File: src/rtl/muldiv_pkg.sv
// Shared definitions for the iterative RV32M multiply/divide unit.
package muldiv_pkg;

  // funct3 encodings of the M-extension operations
  localparam logic [2:0] OP_MUL    = 3'b000;
  localparam logic [2:0] OP_MULH   = 3'b001;
  localparam logic [2:0] OP_MULHSU = 3'b010;
  localparam logic [2:0] OP_MULHU  = 3'b011;
  localparam logic [2:0] OP_DIV    = 3'b100;
  localparam logic [2:0] OP_DIVU   = 3'b101;
  localparam logic [2:0] OP_REM    = 3'b110;
  localparam logic [2:0] OP_REMU   = 3'b111;

  // Special operand/result values
  localparam logic [31:0] INT_MIN  = 32'h8000_0000;
  localparam logic [31:0] ALL_ONES = 32'hFFFF_FFFF;

  typedef enum logic [2:0] {
    StIdle,
    StLoadChk,
    StIter,
    StFix,
    StDone
  } state_e;

  // Magnitude of a value that is optionally interpreted as two's complement
  function automatic logic [31:0] magnitude(input logic [31:0] v, input logic is_signed);
    return (is_signed && v[31]) ? (~v + 32'd1) : v;
  endfunction

endpackage

File: src/rtl/addsub_33.sv
// Combinational 33-bit adder/subtractor shared by multiply accumulate and trial subtract.
module addsub_33 (
  input  logic [32:0] a_i,
  input  logic [32:0] b_i,
  input  logic        sub_i,
  output logic [32:0] sum_o
);

  // Subtraction is a + ~b + 1; carry out of bit 32 is intentionally dropped
  always_comb begin
    sum_o = a_i + (sub_i ? ~b_i : b_i) + {32'd0, sub_i};
  end

endmodule

File: src/rtl/seq_muldiv_unit.sv
// Iterative RV32M multiply/divide unit: shift-add multiply, restoring divide,
// one 33-bit add/sub per cycle, 32 iterations plus load/fix-up cycles.
module seq_muldiv_unit
  import muldiv_pkg::*;
#(
  parameter int unsigned XLEN = 32,
  parameter int unsigned ITER = 32
) (
  input  logic            clk,
  input  logic            rst,
  input  logic            start,
  input  logic [2:0]      funct3,
  input  logic [XLEN-1:0] rs1,
  input  logic [XLEN-1:0] rs2,
  output logic            busy,
  output logic            done,
  output logic [XLEN-1:0] result
);

  localparam logic [31:0] LastIter = 32'(ITER - 1);

  state_e             state_q, state_d;
  logic [2:0]         op_q;
  logic [XLEN-1:0]    rs1_q, rs2_q;
  logic [XLEN-1:0]    a_q;       // multiplicand or divisor magnitude
  logic [2*XLEN-1:0]  acc_q;     // {hi, lo}: product or {remainder, dividend/quotient}
  logic [31:0]        cnt_q;
  logic               neg_q;
  logic [XLEN-1:0]    result_q;

  logic            is_div, div_zero, div_ovf, special;
  logic            neg1, neg2, sign_d;
  logic [31:0]     mag1, mag2, special_res, fix_res;
  logic [32:0]     add_a, add_b, add_sum;
  logic            add_sub;
  logic [63:0]     iter_acc, prod_fix;
  logic [31:0]     quo_fix, rem_fix;

  // Operand classification and special-case detection in LOAD_CHK
  always_comb begin
    is_div   = op_q[2];
    div_zero = is_div && (rs2_q == '0);
    div_ovf  = ((op_q == OP_DIV) || (op_q == OP_REM)) &&
               (rs1_q == INT_MIN) && (rs2_q == ALL_ONES);
    special  = div_zero || div_ovf;

    neg1 = ((op_q == OP_MULH) || (op_q == OP_MULHSU) || (op_q == OP_DIV) || (op_q == OP_REM))
           && rs1_q[31];
    neg2 = ((op_q == OP_MULH) || (op_q == OP_DIV) || (op_q == OP_REM)) && rs2_q[31];
    mag1 = magnitude(rs1_q, neg1);
    mag2 = magnitude(rs2_q, neg2);

    // Remainder takes the dividend's sign; everything else the product of signs
    sign_d = (op_q == OP_REM) ? neg1 : (neg1 ^ neg2);

    special_res = '0;
    if (div_zero) begin
      special_res = ((op_q == OP_DIV) || (op_q == OP_DIVU)) ? ALL_ONES : rs1_q;
    end else if (op_q == OP_DIV) begin
      special_res = INT_MIN;
    end
  end

  // Shared adder operand steering: accumulate for multiply, trial subtract for divide
  always_comb begin
    if (is_div) begin
      add_a   = acc_q[63:31];           // remainder shifted left, dividend MSB shifted in
      add_b   = {1'b0, a_q};
      add_sub = 1'b1;
    end else begin
      add_a   = {1'b0, acc_q[63:32]};
      add_b   = acc_q[0] ? {1'b0, a_q} : 33'd0;
      add_sub = 1'b0;
    end
  end

  addsub_33 u_addsub (
    .a_i   (add_a),
    .b_i   (add_b),
    .sub_i (add_sub),
    .sum_o (add_sum)
  );

  // Next accumulator for one iteration, and sign fix-up / output select for FIX
  always_comb begin
    if (is_div) begin
      // Negative trial difference (bit 32 set) restores the shifted remainder
      iter_acc = {(add_sum[32] ? acc_q[62:31] : add_sum[31:0]), acc_q[30:0], ~add_sum[32]};
    end else begin
      // Carry of the accumulate becomes the new top bit as the pair shifts right
      iter_acc = {add_sum, acc_q[31:1]};
    end

    prod_fix = neg_q ? (~acc_q + 64'd1) : acc_q;
    quo_fix  = neg_q ? (~acc_q[31:0] + 32'd1) : acc_q[31:0];
    rem_fix  = neg_q ? (~acc_q[63:32] + 32'd1) : acc_q[63:32];

    fix_res = '0;
    unique case (op_q)
      OP_MUL:                       fix_res = prod_fix[31:0];
      OP_MULH, OP_MULHSU, OP_MULHU: fix_res = prod_fix[63:32];
      OP_DIV, OP_DIVU:              fix_res = quo_fix;
      OP_REM, OP_REMU:              fix_res = rem_fix;
      default:                      fix_res = '0;
    endcase
  end

  // FSM state register
  always_ff @(posedge clk) begin
    if (rst) begin
      state_q <= StIdle;
    end else begin
      state_q <= state_d;
    end
  end

  // FSM next-state logic
  always_comb begin
    state_d = state_q;
    unique case (state_q)
      StIdle:    if (start) state_d = StLoadChk;
      StLoadChk: state_d = special ? StDone : StIter;
      StIter:    if (cnt_q == LastIter) state_d = StFix;
      StFix:     state_d = StDone;
      StDone:    state_d = StIdle;
      default:   state_d = StIdle;
    endcase
  end

  // FSM outputs
  always_comb begin
    busy   = (state_q == StLoadChk) || (state_q == StIter) || (state_q == StFix);
    done   = (state_q == StDone);
    result = result_q;
  end

  // Datapath registers: capture, load magnitudes, iterate, fix up
  always_ff @(posedge clk) begin
    if (rst) begin
      op_q     <= '0;
      rs1_q    <= '0;
      rs2_q    <= '0;
      a_q      <= '0;
      acc_q    <= '0;
      cnt_q    <= '0;
      neg_q    <= 1'b0;
      result_q <= '0;
    end else begin
      unique case (state_q)
        StIdle: begin
          if (start) begin
            op_q  <= funct3;
            rs1_q <= rs1;
            rs2_q <= rs2;
          end
        end
        StLoadChk: begin
          if (special) begin
            result_q <= special_res;
          end else begin
            neg_q <= sign_d;
            cnt_q <= '0;
            if (is_div) begin
              a_q   <= mag2;
              acc_q <= {32'd0, mag1};
            end else begin
              a_q   <= mag1;
              acc_q <= {32'd0, mag2};
            end
          end
        end
        StIter: begin
          acc_q <= iter_acc;
          cnt_q <= cnt_q + 32'd1;
        end
        StFix: begin
          result_q <= fix_res;
        end
        default: ;
      endcase
    end
  end

endmodule

File: config.mk
export PLATFORM = sky130hd
export DESIGN_NAME = seq_muldiv_unit
export DESIGN_NICKNAME = d
export VERILOG_FILES = /design/src/rtl/muldiv_pkg.sv /design/src/rtl/addsub_33.sv /design/src/rtl/seq_muldiv_unit.sv
export SDC_FILE = /design/constraint.sdc
export NUM_CORES = 1
export LEC_CHECK = 0
export CORE_MARGIN = 4
export CORE_UTILIZATION = 50
export CTS_BUF_LIST = sky130_fd_sc_hd__clkbuf_8
export CTS_CLUSTER_DIAMETER = 120
export DETAILED_ROUTE_END_ITERATION = 8
export PLACE_DENSITY_LB_ADDON = 0.1
export SLEW_MARGIN = 25
export SYNTH_ARGS = -nofsm -noshare
export SYNTH_HDL_FRONTEND = slang
export SYNTH_SLANG_ARGS = --single-unit
File: constraint.sdc
create_clock -name clk -period 8.05 [get_ports clk]
set_clock_uncertainty 0.15 [all_clocks]
set_input_delay 0.805 -clock clk [delete_from_list [all_inputs] [get_ports clk]]
set_output_delay 0.805 -clock clk [all_outputs]
set_load 0.05 [all_outputs]
# After elaboration in Yosys (flattened, before gate mapping)
# Index checks and enable logic that the tools add are counted.
# classes
n_addsub	8
n_eq_ne	18
n_mux	29
bitwise	9
n_reduce_logical	30
# op_table
cell	count
$mux W32	14
$mux W64	3
$add A32 B1 Y32 const B	5
$not A32 Y32	4
$pmux W32 S2	2
$pmux W32 S4	1
$pmux W64 S2	1
$mux W33	2
$add A64 B1 Y64 const B	1
$eq A32 B32 Y1 const B	2
$not A64 Y64	1
$add A33 B1 Y33	1
$add A33 B33 Y33	1
$not A32 Y33	1
$eq A32 B5 Y1 const B	1
$logic_not A32 Y1	1
$eq A3 B3 Y1 const B	5
$eq A3 B2 Y1 const B	4
$pmux W3 S4	1
$logic_or A1 B1 Y1	10
$reduce_and A2 Y1	5
$mux W3	3
$ne A2 B2 Y1 const B	4
$logic_and A1 B1 Y1	7
other kinds (8)	14
# totals
regBits	231
in_bits	70
out_inout_bits	34
word_cells	103

# Logic depth before layout (Yosys ltp)
# Gate-level depths: netlist of the first run.
# depth
depth_word	10
mapped_depth	19
depth_no_buf	14

# Modules after synthesis
# From an unflattened synthesis of the first run, not the netlist that was laid out.
# hier_totals
cells_unflattened	2496
area_unflattened_um2	17939.7
# modules_own_cells
module	n_inst	cells_each	area_each_um2	seq_area_each_um2
seq_muldiv_unit	1	2199	15894.0	4624.4
addsub_33	1	297	2045.7	0.0

# Least setup slack after synthesis of the first run
# OpenSTA, ideal clock, no wires.
# synth_timing
kind	reg-to-reg
start	register op_q[2]
end	register acc_q[44]
setup_time_ns	0.129
t_arrival_ns	4.494
required_time_ns	7.771
setup_slack_ns	3.277
stages_incl_launch_ff	17
n_path_buf	5
synth_period_minus_slack_ns	4.773
path_cell_list	dfxtp_1 -> clkbuf_1 -> clkbuf_1 -> buf_1 -> buf_1 -> mux2_2 -> ha_1 -> a21oi_1 -> o221a_2 -> o211ai_1 -> nand3_1 -> a21boi_0 -> o21ai_0 -> xnor2_1 -> clkbuf_1 -> mux2i_1 -> o21ai_0
# synth_via
elab_chain_len	8
elab_cells_between_ends	19
cone_classes	add/sub (2); eq/ne (3); mux (7); bitwise (1); reduce/logical (6)
# synth_rtl
item	line_no	rtl
from (decl)	seq_muldiv_unit.sv:23	logic [2:0] op_q;
from (signal assigned)	seq_muldiv_unit.sv:152	op_q <= funct3;
$mux W32	seq_muldiv_unit.sv:66	if (is_div) begin
$not A32 Y33	addsub_33.sv:11	sum_o = a_i + (sub_i ? ~b_i : b_i) + {32'd0, sub_i};
$mux W33	addsub_33.sv:11	
$add A33 B33 Y33	addsub_33.sv:11	
$add A33 B1 Y33	addsub_33.sv:11	
$mux W32	seq_muldiv_unit.sv:88	iter_acc = {(add_sum[32] ? acc_q[62:31] : add_sum[31:0]), acc_q[30:0], ~add_sum[32]};
$mux W64	seq_muldiv_unit.sv:86	if (is_div) begin
$pmux W64 S2	seq_muldiv_unit.sv:149	unique case (state_q)
to (signal assigned)	seq_muldiv_unit.sv:165	acc_q <= {32'd0, mag1};
to (signal assigned)	seq_muldiv_unit.sv:168	acc_q <= {32'd0, mag2};
to (signal assigned)	seq_muldiv_unit.sv:173	acc_q <= iter_acc;
to (decl)	seq_muldiv_unit.sv:26	logic [2*XLEN-1:0] acc_q;
# Parallel ways exist; a longest one is shown, timed or not.
# A chain may end at the register's enable or synchronous reset.

# Worst setup path in the final report of the first run
# layout_timing
start	register op_q[2]
end	register acc_q[39]
# The elaborated chain is that of the path after synthesis.

==> impl_metrics.env, run 1 <==
export IMPL_fin_nets=2406
export IMPL_cts_buffers=41
export IMPL_syn_nets=2434
export IMPL_fillCellCount=3230
export IMPL_clkSinkCount=231
export IMPL_drtAntennaViolNets=0
export IMPL_vias=17700
export IMPL_first_global_vias=16000
export IMPL_r2r_worst_path_cells=13
export IMPL_start_util_pct=51.2
export IMPL_min_to="result[29]"
export IMPL_setup_ws_ps=2880
export IMPL_power_density_mw_per_mm2=175
export IMPL_period_minus_slack_ps=5170
export IMPL_fin_crit_sh_pct=64.2
export IMPL_synth_area_top_cells="dfxtp_1, nand2_1, a21oi_1, o21ai_0, xnor2_1"
export IMPL_grt_pass1_wl_um=94800
export IMPL_critPathArrivalTime_ps=5410
export IMPL_clk_pin_slew_ps=60
export IMPL_cp_start_kind="flop"
export IMPL_worstSetupEndpointType="flop"
export IMPL_cp_required_ps=8290
export IMPL_r2r_start="op_q[2]"
export IMPL_min_delay_path_class="flop to flop"
export IMPL_worstSetupPathType="flop to flop"
export IMPL_synth_flop_cell="dfxtp_1"
export IMPL_portBuffers=103
export IMPL_synth_cells=2326
export IMPL_clock_latency_ps=590
export IMPL_fmax_mhz=193
export IMPL_drtPass1Iterations=5
export IMPL_ys_top_cells_by_count="nand2_1, dfxtp_1, a21oi_1"
export IMPL_rsz0062_at_grt="no"
export IMPL_yosys_area_top_type="dfxtp_1"
export IMPL_die_y_um=191
export IMPL_globalplace_congestion=0.974
export IMPL_drtIter0Drc=1947
export IMPL_pre_cts_ws_ps=3070
export IMPL_synth_ff_latch_count=231
export IMPL_root_buffer="clkbuf_8"
export IMPL_worst_slew_pin_slew_ps=1140
export IMPL_groute_usage_overall_pct=32.8
export IMPL_cts_htree_levels=2
export IMPL_cts_hold_buf=0
export IMPL_avgRoutedWirePerCell_um=22.5
export IMPL_crit_fanout=59
export IMPL_relSlewSlack_pct=23.3
export IMPL_ioPinCount=104
export IMPL_synth_cell_types=76
export IMPL_synth_edf_count=0
export IMPL_maxSlewViolCount=0
export IMPL_yosys_warnings=0
export IMPL_cts_resized=0
export IMPL_dp_hpwl_um=46300
export IMPL_routed_wl_um=62300
export IMPL_core_mm2=0.0328
export IMPL_antenna_found_initial=0
export IMPL_maxCapViolCount=0
export IMPL_timing_rr_end="acc_q[39]"
export IMPL_drive_gt1_share_pct=6.71
export IMPL_yosysSeqAreaShare_pct=27.6
export IMPL_min_path_cells=2
export IMPL_total_power_mw=3.26
export IMPL_die_area_mm2=0.0366
export IMPL_synth_cell_area_mm2=0.0168
export IMPL_n_antenna_cell=0
export IMPL_synth_most_common_cell="nand2_1"
export IMPL_syn_to_final_growth_pct=11.1
export IMPL_post_cts_setup_buffers=0
export IMPL_final_hold_violation_count=0
export IMPL_rrSetupSlack_ps=2880
export IMPL_status="complete, no violations"
export IMPL_via_per_inst=6.38
export IMPL_peakVddDrop_v=0.000128
export IMPL_synth_avg_cell_area_um2=7.22
export IMPL_chipWidth_um=191
export IMPL_min_from="result[29]"
export IMPL_cts_tree="built"
export IMPL_synth_top_area_share_pct=27.6
export IMPL_drc=0
export IMPL_leakagePower_nw=6.72
export IMPL_clock_path_buffers=3
export IMPL_setup_tns_ps=0
export IMPL_ys_async_sr_fraction_pct=0
export IMPL_grt_max_degree=83
export IMPL_rows=66
export IMPL_setup_viol=0
export IMPL_overflow=0
-- area by class of cell --
| class | count | area, um^2 | share of cell area (%) |
|---|---|---|---|
| tap | 442 | 553 | 2.97 |
| timing repair buffer | 124 | 1190 | 6.38 |
| sequential | 231 | 4630 | 24.8 |
| multi-input combinational | 1867 | 11300 | 60.8 |
| clock inverter | 18 | 118 | 0.631 |
| inverter | 33 | 124 | 0.664 |
| clock buffer | 51 | 702 | 3.76 |
-- critical path, stage by stage, from the launching register on --
cell      delay (ps)
dfxtp_4          850
buf_4            630
mux2_2           400
ha_1             380
a21oi_1          420
o221a_2          280
o211ai_1         240
nand3_1          220
a21boi_0         140
o21ai_0          330
xnor2_2          150
buf_4            410
mux2i_1          240
o21ai_0           90
-- worst max path at each step --
stage / from / end / slack (ps)
6_report: op_q[2] / acc_q[39] / 2880
5_1_grt: op_q[2] / acc_q[41] / 2630
4_1_cts: op_q[2] / acc_q[38] / 3030
3_5_place_dp: op_q[2] / acc_q[44] / 3070
3_3_place_gp: op_q[2] / acc_q[62] / 3240
2_1_floorplan: op_q[2] / acc_q[44] / 3280
-- layer usage --
metal / global-route usage [%] / wire length [um]
met1: 47.2 / 27200
met2: 47.8 / 25900
met3: 7.25 / 6550
met4: 12.6 / 2650
met5: 0 / 0
-- flip-flops by register name (all words and copies together), names as in the netlist --
register  cells
neg_q         1
op_q          3
acc_q        64
cnt_q        32
result       32
rs2_q        32
state_q       3
rs1_q        32
a_q          32
-- cells by family (layout without fill, tap and decap cells) --
| kind of cell | after synthesis | after routing | synth area share (%) |
|---|---|---|---|
| buffers and inverters | 228 | 226 | 5.26 |
| muxes | 97 | 97 | 6.45 |
| and+or+nand+nor | 879 | 879 | 24.3 |
| DFF | 231 | 231 | 27.6 |
| AOI/OAI and AO/OA | 705 | 705 | 25.9 |
| xor gates and xnor gates | 148 | 148 | 7.72 |
| adders and majority gates | 38 | 38 | 2.88 |
-- cell usage in the layout (no fill, tap or decap), types with 8 or more instances in the layout --
cell type	Yosys	layout
a211oi_1	34	34
a21o_1	14	14
a21oi_1	228	228
a221oi_1	8	8
a22oi_1	26	26
a311oi_1	14	14
a31oi_1	30	30
and2_1	16	15
and3_1	16	16
buf_4	0	21
clkbuf_8	0	51
clkdlybuf4s50_1	0	102
dfxtp_1	231	229
ha_1	37	37
inv_1	32	44
mux2_2	29	29
mux2i_1	62	62
nand2_1	371	368
nand2b_1	13	13
nand3_1	44	44
nand4_1	25	25
nor2_1	199	197
nor2b_1	11	11
nor3_1	56	56
nor4_1	35	32
o211ai_1	45	45
o21a_1	9	9
o21ai_0	181	180
o22ai_1	12	12
o31ai_1	29	29
o41ai_1	16	16
or2_2	9	9
or3_1	31	31
or4_1	22	22
xnor2_1	89	88
xor2_1	59	59
-- stage by stage --
step	util [%]	cells	cell area (um^2)	hold WS (ps)
global placement	54.3	2697	17800	293
CTS	56.9	2766	18600	304
detailed placement	54.4	2697	17800	297
floorplan	-	2326	16800	292
finish	56.9	2766	18700	302
global route	56.9	2766	18700	338
-- where the power goes --
part	internal [mW]	switching, mW	total (mW)
sequential	1.20	0.121	1.32
clock	0.604	0.517	1.12
combinational	0.292	0.529	0.820
Note: power is estimated with default switching activity, not from simulation.
==> inputs of run 2 (changes only) <==
==> constraint.sdc (replaced) <==
create_clock -name clk -period 4.25 [get_ports clk]
set_clock_uncertainty 0.15 [all_clocks]
set_input_delay 0.425 -clock clk [delete_from_list [all_inputs] [get_ports clk]]
set_output_delay 0.425 -clock clk [all_outputs]
set_load 0.05 [all_outputs]
==> run 2 against run 1 <==
Compared with the run above: non-clock buffer count increased by 67; core utilization increased by 1.9 points; fmax up 26%; clock power is 100% higher; first-iteration DRC count rose by 7.1%; total power increased by 95%; sequential cell count stayed put; count of clock-buffer cells in the layout is 2 higher; global-route usage is 0.65 points higher; die area stayed put; critical path depth unchanged; worst setup slack lost 2700 ps.
==> impl_metrics.env, run 2 (synthesized netlist as in run 1, its figures left out) <==
export IMPL_drc=0
export IMPL_timing_rr_end="acc_q[60]"
export IMPL_routed_wl_um=63700
export IMPL_place_area_mm2=0.0184
export IMPL_groute_usage_overall_pct=33.5
export IMPL_fin_nets=2474
export IMPL_rows=66
export IMPL_drive_gt1_share_pct=9.56
export IMPL_status="complete, no violations"
export IMPL_grt_pass1_wl_um=96200
export IMPL_drtPass1Iterations=7
export IMPL_r2r_worst_path_cells=13
export IMPL_r2r_start="op_q[2]"
export IMPL_p_sw_share_pct=35.2
export IMPL_cts_tree="built"
export IMPL_most_common_layout_cells="nand2_1, dfxtp_1, a21oi_1"
export IMPL_rrSetupSlack_ps=140
export IMPL_p_int_mw=4.11
export IMPL_worst_slew_pin_slew_ps=932
export IMPL_overflow=0
export IMPL_cp_required_ps=4510
export IMPL_startpoint="op_q[2]"
export IMPL_endpoint="acc_q[60]"
export IMPL_drtAntennaViolNets=0
export IMPL_via_per_inst=6.33
export IMPL_clk_pin_slew_ps=50
export IMPL_die_area_mm2=0.0366
export IMPL_period_minus_slack_ps=4110
export IMPL_clkSinkCount=231
export IMPL_rsz0062_at_grt="yes"
export IMPL_setup_ws_ps=138
export IMPL_min_delay_path_class="input port to flop"
export IMPL_ioPinCount=104
export IMPL_fin_crit_sh_pct=96.7
export IMPL_root_buffer="clkbuf_8"
export IMPL_dp_hpwl_um=48800
export IMPL_combPwrFrac_pct=26.0
export IMPL_maxCapViolCount=0
export IMPL_largest_register="acc_q"
export IMPL_p_sw_mw=2.23
export IMPL_p_clk_share_pct=35.2
export IMPL_portBuffers=103
export IMPL_relSlewSlack_pct=37.1
export IMPL_chipWidth_um=191
export IMPL_antenna_found_initial=0
export IMPL_largest_register_ffs=64
export IMPL_clock_latency_ps=600
export IMPL_power_frac_seq_pct=38.8
export IMPL_worstSetupPathType="flop to flop"
export IMPL_pre_cts_ws_ps=11.1
export IMPL_cp_start_kind="flop"
export IMPL_crit_fanout=13
export IMPL_start_util_pct=51.2
export IMPL_grt_max_degree=78
export IMPL_globalplace_congestion=0.983
export IMPL_stdcell_area_mm2=0.0193
export IMPL_cts_buffers=42
export IMPL_min_path_cells=2
export IMPL_peakVddDrop_v=0.000295
export IMPL_core_mm2=0.0328
export IMPL_final_hold_violation_count=0
export IMPL_syn_to_final_growth_pct=14.8
export IMPL_cts_hold_buf=0
export IMPL_drtIter0Drc=2086
export IMPL_fmax_mhz=243
export IMPL_worstSetupEndpointType="flop"
export IMPL_leakagePower_nw=7.11
export IMPL_setup_viol=0
export IMPL_die_y_um=191
export IMPL_vias=18000
export IMPL_final_common_cell="nand2_1"
export IMPL_maxSlewViolCount=0
export IMPL_first_global_vias=16400
export IMPL_power_density_mw_per_mm2=329
export IMPL_avgRoutedWirePerCell_um=22.4
export IMPL_cts_htree_levels=2
export IMPL_clock_path_buffers=3
export IMPL_critPathArrivalTime_ps=4370
-- run 2: changes by cell type in the layout (fill, tap and decap cells not counted), sizes merged --
cell,change
inv,-3
clkinv,+4
buf,+67
diode,+1
bufinv,+1
clkbuf,+2
-- run 2: worst min-delay path by stage --
| stage | from | endpoint |
|---|---|---|
| floorplan | a_q[13] | a_q[13] |
| global route | rst | result[25] |
| detailed placement | result[30] | result[30] |
| global placement | result[30] | result[30] |
| CTS | rst | result[2] |
| finish | rst | result[9] |
-- run 2: critical path, stage by stage (launching register included) --
cell and delay [ps]:
dfxtp_4 460, buf_4 200, mux2_2 340, ha_1 360, and3_1 200, a22oi_1 120, o211ai_1 480, nand3_1 230
nor4b_1 220, nor4_2 300, buf_4 290, nor2_1 60, a2111oi_1 370, a2111oi_0 120
-- run 2: layout make-up --
class	count	area (um^2)
Fill cell	3198	13500
Antenna cell	1	2.50
Clock inverter	20	146
Sequential cell	231	4630
Clock buffer	53	729
Multi-Input combinational cell	1867	11300
Inverter	33	124
Tap cell	442	553
Timing Repair Buffer	191	1750
-- run 2: routing by layer --
layer / vias to the layer above / wire [um] / global-route usage (%)
met5: - / 0 / 0
met4: 0 / 2470 / 12.2
met3: 126 / 5890 / 5.24
met2: 922 / 26700 / 48.9
met1: 8435 / 28600 / 49.6
li1: 8477 / - / -
-- run 2: stage by stage --
step                      total power [mW]  utilization, %  instances  hold WS, ps  setup TNS (ps)
after detailed placement              4.10            56.0       2763          298               0
after global placement                4.09            56.0       2763          293               0
after floorplan                       3.54               -       2326          292               0
final                                 6.35            58.8       2838          149               0
after CTS                             6.33            58.7       2836          133               0
after global routing                  6.61            58.8       2837          179           -41.9
-- run 2: timing repair --
item | in CTS | in global routing
setup endpoints to repair | 1 | 30
hold endpoints to repair | 0 | 0
resized for setup | 1 | 6
setup buffers | 0 | 1
cloned | 0 | 0
pin swaps | 0 | 2
-- run 2: power groups by stage --
stage | Combinational (mW) | Clock (mW) | Sequential (mW)
2_1_floorplan | 1.13 | 0 | 2.41
3_3_place_gp | 1.59 | 0 | 2.50
3_5_place_dp | 1.60 | 0 | 2.50
4_1_cts | 1.61 | 2.27 | 2.45
5_1_grt | 1.77 | 2.36 | 2.47
6_report | 1.65 | 2.24 | 2.46
